$ cat config.mk
export PLATFORM = sky130hd
export DESIGN_NAME = clock_time_counter
export DESIGN_NICKNAME = d
export VERILOG_FILES = /design/src/rtl/clock_time_counter_pkg.sv /design/src/rtl/clock_time_counter_key_debounce.sv /design/src/rtl/clock_time_counter.sv
export SDC_FILE = /design/constraint.sdc
export NUM_CORES = 1
export LEC_CHECK = 0
export CELL_PAD_IN_SITES_DETAIL_PLACEMENT = 2
export CELL_PAD_IN_SITES_GLOBAL_PLACEMENT = 2
export CORE_MARGIN = 2
export CORE_UTILIZATION = 38
export DETAILED_ROUTE_END_ITERATION = 10
export HOLD_SLACK_MARGIN = 0.08
export MAX_ROUTING_LAYER = met4
export PLACE_DENSITY_LB_ADDON = 0.1
export SLEW_MARGIN = 30
export SYNTH_ARGS = -nofsm -noshare
export SYNTH_HDL_FRONTEND = slang
export SYNTH_SLANG_ARGS = --single-unit
$ cat constraint.sdc
create_clock -name i_clk -period 3.8 [get_ports i_clk]
set_input_delay 0.76 -clock i_clk [delete_from_list [all_inputs] [get_ports i_clk]]
set_output_delay 0.76 -clock i_clk [all_outputs]
set_load 0.005 [all_outputs]
$ cat src/rtl/clock_time_counter_pkg.sv
// clock_time_counter_pkg: adjust-mode encodings, BCD limits and the wrapping BCD field increment shared with the display path
package clock_time_counter_pkg;

    typedef enum logic [1:0] {
        ADJ_RUN  = 2'd0,
        ADJ_SEC  = 2'd1,
        ADJ_MIN  = 2'd2,
        ADJ_HOUR = 2'd3
    } adj_e;

    localparam logic [3:0] BCD_SEC_H_MAX  = 4'd5;
    localparam logic [3:0] BCD_DIGIT_MAX  = 4'd9;
    localparam logic [3:0] BCD_HOUR_H_MAX = 4'd2;
    localparam logic [3:0] BCD_HOUR_L_MAX = 4'd3;
    localparam logic [3:0] BCD_BLANK      = 4'hF;

    localparam logic [7:0] SEC_LIMIT  = {BCD_SEC_H_MAX, BCD_DIGIT_MAX};
    localparam logic [7:0] MIN_LIMIT  = {BCD_SEC_H_MAX, BCD_DIGIT_MAX};
    localparam logic [7:0] HOUR_LIMIT = {BCD_HOUR_H_MAX, BCD_HOUR_L_MAX};

    // Two-digit BCD +1 that wraps to 00 after reaching limit; the caller derives the carry from v == limit
    function automatic logic [7:0] bcd_inc(input logic [7:0] v, input logic [7:0] limit);
        if (v == limit)
            return 8'h00;
        if (v[3:0] == BCD_DIGIT_MAX)
            return {v[7:4] + 4'd1, 4'd0};
        return {v[7:4], v[3:0] + 4'd1};
    endfunction

endpackage

$ cat src/rtl/clock_time_counter_key_debounce.sv
// clock_time_counter_key_debounce: 2-FF synchroniser plus stable-time filter for one raw active-low key; emits one pulse per accepted press (built only with KEY_DEBOUNCE_EN)
`ifdef KEY_DEBOUNCE_EN
module clock_time_counter_key_debounce #(
    parameter int STABLE_CYCLES = 1
) (
    input  logic i_clk,
    input  logic i_reset_n,
    input  logic i_key_n,
    output logic o_press
);

    localparam int CW = (STABLE_CYCLES > 1) ? $clog2(STABLE_CYCLES) : 1;
    localparam logic [CW-1:0] CNT_LAST = CW'(STABLE_CYCLES - 1);

    logic [1:0]    sync;
    logic          level;
    logic [CW-1:0] cnt;

    // Bring the asynchronous key into the clock domain; idle level is released (high)
    always_ff @(posedge i_clk or negedge i_reset_n) begin
        if (!i_reset_n)
            sync <= 2'b11;
        else
            sync <= {sync[0], i_key_n};
    end

    // Accept a new level only after it has differed from the current one for STABLE_CYCLES cycles; pulse on accepted 1->0
    always_ff @(posedge i_clk or negedge i_reset_n) begin
        if (!i_reset_n) begin
            level   <= 1'b1;
            cnt     <= '0;
            o_press <= 1'b0;
        end else begin
            o_press <= 1'b0;
            if (sync[1] == level) begin
                cnt <= '0;
            end else if (cnt == CNT_LAST) begin
                level   <= sync[1];
                cnt     <= '0;
                o_press <= !sync[1];
            end else begin
                cnt <= cnt + 1'b1;
            end
        end
    end

endmodule
`endif

$ cat src/rtl/clock_time_counter.sv
// clock_time_counter: 24-h BCD time counter with half-second prescaler and key-driven adjust; define KEY_DEBOUNCE_EN for raw active-low debounced keys
module clock_time_counter
    import clock_time_counter_pkg::*;
#(
    parameter int CLK_FREQ_HZ = 50_000_000,
    parameter int DEBOUNCE_MS = 20
) (
    input  logic       i_clk,
    input  logic       i_reset_n,
    input  logic       i_key_mode,
    input  logic       i_key_inc,
    output logic [3:0] o_hour_h,
    output logic [3:0] o_hour_l,
    output logic [3:0] o_minut_h,
    output logic [3:0] o_minut_l,
    output logic [3:0] o_second_h,
    output logic [3:0] o_second_l,
    output logic [1:0] o_adjust_cnt,
    output logic       o_0_5s_clk,
    output logic       o_second_tick
);

    localparam int HALF_CYCLES = CLK_FREQ_HZ / 2;
    localparam int PS_W = (HALF_CYCLES > 1) ? $clog2(HALF_CYCLES) : 1;
    localparam logic [PS_W-1:0] PS_LAST = PS_W'(HALF_CYCLES - 1);

    if (CLK_FREQ_HZ < 2 || CLK_FREQ_HZ % 2 != 0 || DEBOUNCE_MS < 0) begin : g_bad_params
        $error("clock_time_counter: CLK_FREQ_HZ must be even and >= 2, DEBOUNCE_MS must be >= 0");
    end

    logic mode_press;
    logic inc_press;

`ifdef KEY_DEBOUNCE_EN
    localparam longint DEB_RAW = longint'(DEBOUNCE_MS) * CLK_FREQ_HZ / 1000;
    localparam int DEB_CYCLES = (DEB_RAW < 1) ? 1 : int'(DEB_RAW);

    clock_time_counter_key_debounce #(.STABLE_CYCLES(DEB_CYCLES)) u_deb_mode (
        .i_clk     (i_clk),
        .i_reset_n (i_reset_n),
        .i_key_n   (i_key_mode),
        .o_press   (mode_press)
    );

    clock_time_counter_key_debounce #(.STABLE_CYCLES(DEB_CYCLES)) u_deb_inc (
        .i_clk     (i_clk),
        .i_reset_n (i_reset_n),
        .i_key_n   (i_key_inc),
        .o_press   (inc_press)
    );
`else
    assign mode_press = i_key_mode;
    assign inc_press  = i_key_inc;
`endif

    adj_e            adj;
    logic [PS_W-1:0] ps_cnt;
    logic            blink;
    logic            tick_q;
    logic [7:0]      sec;
    logic [7:0]      min;
    logic [7:0]      hour;
    logic            ps_tc;
    logic            run_tick;
    logic            leave_adjust;

    assign ps_tc        = ps_cnt == PS_LAST;
    assign run_tick     = ps_tc && blink && adj == ADJ_RUN;
    assign leave_adjust = mode_press && adj == ADJ_HOUR;

    // Half-second prescaler and blink clock; leaving adjust restarts them so the first second is a full one
    always_ff @(posedge i_clk or negedge i_reset_n) begin
        if (!i_reset_n) begin
            ps_cnt <= '0;
            blink  <= 1'b0;
        end else if (leave_adjust) begin
            ps_cnt <= '0;
            blink  <= 1'b0;
        end else if (ps_tc) begin
            ps_cnt <= '0;
            blink  <= !blink;
        end else begin
            ps_cnt <= ps_cnt + 1'b1;
        end
    end

    // Adjust selector: each mode press steps run -> sec -> min -> hour -> run
    always_ff @(posedge i_clk or negedge i_reset_n) begin
        if (!i_reset_n) begin
            adj <= ADJ_RUN;
        end else if (mode_press) begin
            case (adj)
                ADJ_RUN:  adj <= ADJ_SEC;
                ADJ_SEC:  adj <= ADJ_MIN;
                ADJ_MIN:  adj <= ADJ_HOUR;
                default:  adj <= ADJ_RUN;
            endcase
        end
    end

    // Time registers: carry chain on run ticks, single-field wrap on inc presses in adjust (mode press drops inc)
    always_ff @(posedge i_clk or negedge i_reset_n) begin
        if (!i_reset_n) begin
            sec    <= 8'h00;
            min    <= 8'h00;
            hour   <= 8'h00;
            tick_q <= 1'b0;
        end else begin
            tick_q <= run_tick;
            if (run_tick) begin
                sec <= bcd_inc(sec, SEC_LIMIT);
                if (sec == SEC_LIMIT) begin
                    min <= bcd_inc(min, MIN_LIMIT);
                    if (min == MIN_LIMIT)
                        hour <= bcd_inc(hour, HOUR_LIMIT);
                end
            end else if (inc_press && !mode_press) begin
                case (adj)
                    ADJ_SEC:  sec  <= bcd_inc(sec, SEC_LIMIT);
                    ADJ_MIN:  min  <= bcd_inc(min, MIN_LIMIT);
                    ADJ_HOUR: hour <= bcd_inc(hour, HOUR_LIMIT);
                    default:  ;
                endcase
            end
        end
    end

    assign o_hour_h      = hour[7:4];
    assign o_hour_l      = hour[3:0];
    assign o_minut_h     = min[7:4];
    assign o_minut_l     = min[3:0];
    assign o_second_h    = sec[7:4];
    assign o_second_l    = sec[3:0];
    assign o_adjust_cnt  = adj;
    assign o_0_5s_clk    = blink;
    assign o_second_tick = tick_q;

endmodule

==> results by group <==
Die
  – Die area: 8590 sq um
  – Row Count: 32
  – Core area: 7690 sq um
  – Top Ports: 32
  – Die Span Y: 92.7 um
  – Die width: 92.7 um
  – Initial Util: 38.9%

Synth
  – EDFF count, synth: 0
  – Mapped Cells: 311
  – Syn nets: 332
  – Most common flop cell mapped by yosys: dfrtp_1
  – Post-synth cell types: 49
  – Synth async-reset ratio: 100%
  – Post-synth top cells: dfrtp_1, nor2_1, nand2_1, xnor2_1, ha_1
  – Synth Area per Inst: 9.61 sq um
  – Yosys warnings: 0
  – Count leader, synth: dfrtp_1
  – Post-synthesis sequential area ratio: 44.4%
  – Synth top area cells: dfrtp_1, ha_1, xnor2_1, nor2_1, mux2_2
  – Cell area after synthesis: 2990 sq um
  – Share of the synthesized area in the top cell type: 44.4%
  – Flop and latch count out of synthesis: 53
  – Synth area leader: dfrtp_1

Critical path
  – Critical R2R Capture: ps_cnt[22]
  – Worst Reg-to-Reg Cells: 5
  – CP required: 3960 ps
  – R2R Path Start: ps_cnt[15]
  – Critical Path Sink Type: flip-flop
  – Critical Path Max Stage Delay: 660 ps
  – Critical path, cell by cell: nor4b_1, nand4_1, or3_1, nand2_1, nor2_1
  – Critical Path Fanout Max: 24
  – Crit start category: flip-flop
  – Slowest CP cell: nand2_1
  – R2R setup slack: 1250 ps
  – Worst EP arrival: 2700 ps
  – Critical path class: flip-flop to flip-flop

Pwr
  – Pwr per Cell Area: 513 nW/um^2
  – Cell leakage power: 1.51 nW
  – Max VDD drop: 0.257 mV

Final layout
  – Antenna Cells: 0
  – Synthesis-to-finish area growth: 16.7%
  – Final net count: 365
  – Share of layout cells above drive strength 1: 7.54%

Route
  – Iter 0 DRT Violations: 70
  – Routed wire length per instance: 17.3 um
  – Total Wirelength: 7720 um
  – Via count: 2417
  – Pre-Repair DR Iteration Count: 4
  – Post-DRT Antenna Nets: 0
  – Avg Vias per Cell: 5.41
  – Post-route DRC: 0

Clock network
  – Root Buffer: clkbuf_8
  – CTS tree: yes
  – Worst-Skew Late Latency: 310 ps
  – CTS clk-pin slew, worst paths: 100 ps
  – Post_cts resized: 0
  – Clk sinks: 53
  – Post-CTS Setup Bufs: 0
  – H-tree Lvls: 2
  – Post-CTS Hold Fix Bufs: 0
  – Inserted Clock Buffers: 5
  – Bufs on Longest Clock Path: 2

STA
  – Final hold violations: 0
  – Post-route setup slack: 1250 ps
  – Final Critical Period: 2550 ps
  – Setup TNS Final: 0 ps
  – RSZ-0062 raised after global routing: no
  – FMAX: 393 MHz
  – Slew HR: 42.4%
  – Worst-Margin Slew: 862 ps
  – Final period util: 67.0%
  – Final Max Slew Viols: 0
  – Setup violators final: 0
  – Fin Clk Skew: 11.8 ps

Global routing
  – Global-route wire length before repair: 13500 um
  – Largest net degree at the start of global routing: 29
  – Gr ovfl total: 0
  – Total GRT Usage: 20.4%
  – Vias in the first global route: 2646
  – Initial antenna violation count: 0

Place
  – Port bufs: 31
  – Dpl hpwl: 5710 um
  – RD Place Congestion: 0.745
  – DP Worst Slack: 1010 ps

Min path
  – Tightest Hold Check Type: primary input to asynchronous set/reset pin

Status
  – Status: finished clean

Job
  – Max-cap violations: 0
==> sequential cells by signal, indices dropped and copies added (netlist names) <==
register	flops
hour	8
min	8
o_0_5s_clk	1
o_adjust_cnt	2
o_second_tick	1
ps_cnt	25
sec	8
==> kinds of logic after synthesis <==
group	Yosys count	synth area share [%]
flops	53	44.4
simple gates	151	27.1
buf+inv	22	2.89
xor+xnor	26	7.62
compound gates	30	6.49
fa+ha+maj	17	7.12
mux	12	4.44
==> routing by layer <==
| layer | up-vias | global-route usage, % | routed length, um |
|---|---|---|---|
| met5 | - | - | 0 |
| met4 | 0 | 4.41 | 67 |
| met3 | 9 | 2.85 | 181 |
| met2 | 28 | 35.8 | 4000 |
| met1 | 1233 | 25.2 | 3470 |
| li1 | 1147 | - | - |
==> how the worst max path moves through the flow <==
| stage | startpoint | to | slack, ps |
|---|---|---|---|
| after floorplan | ps_cnt[0] | hour[1] | 1530 |
| after global placement | i_key_mode | sec[3] | 1100 |
| after detailed placement | i_key_mode | sec[3] | 1010 |
| after CTS | ps_cnt[15] | ps_cnt[22] | 1220 |
| after global routing | ps_cnt[15] | ps_cnt[16] | 980 |
| final | ps_cnt[15] | ps_cnt[22] | 1250 |
==> cells in the final DEF (no fill, tap or decap), drive strengths merged, types with 5 or more instances in the layout <==
| master | instances |
|---|---|
| ha | 17 |
| dfrtp | 53 |
| nand4 | 6 |
| and3 | 6 |
| clkbuf | 6 |
| xnor2 | 22 |
| clkdlybuf4s50 | 30 |
| inv | 15 |
| mux2 | 10 |
| o21ai | 11 |
| nand3 | 15 |
| nand2 | 23 |
| a21oi | 5 |
| nor3 | 12 |
| nor4 | 9 |
| nor2 | 49 |
==> power breakdown <==
part | leakage (nW) | internal [mW] | total, mW | switching (mW)
logic | 0.768 | 0.332 | 0.624 | 0.292
clock network | 0.0450 | 0.129 | 0.320 | 0.191
registers | 0.699 | 0.679 | 0.846 | 0.167
total | 1.51 | 1.14 | 1.79 | 0.650
==> critical path, delay by kind of cell, from the launching register on <==
kind	cells	cell delay [ps]
flops	1	460
simple gates	5	1920
==> stage by stage <==
stage,cells,instance area [sq um],total power [mW],hold slack [ps],utilization (%)
floorplan,311,2990,1.17,464,-
global placement,439,3410,1.45,495,44.3
detailed placement,439,3410,1.50,503,44.3
CTS,447,3490,1.83,466,45.4
global route,447,3490,1.95,475,45.4
finish,447,3490,1.79,444,45.4
==> final cells by class <==
type | count | area, sq um
flip-flops and latches | 53 | 1330
repair buffers | 33 | 320
well taps | 102 | 128
fillers | 838 | 4200
inverters | 15 | 56.3
clock buffers | 6 | 72.6
multi-input cells | 236 | 1580
clock inverters | 2 | 10.0
(Power assumes the default switching activity.)
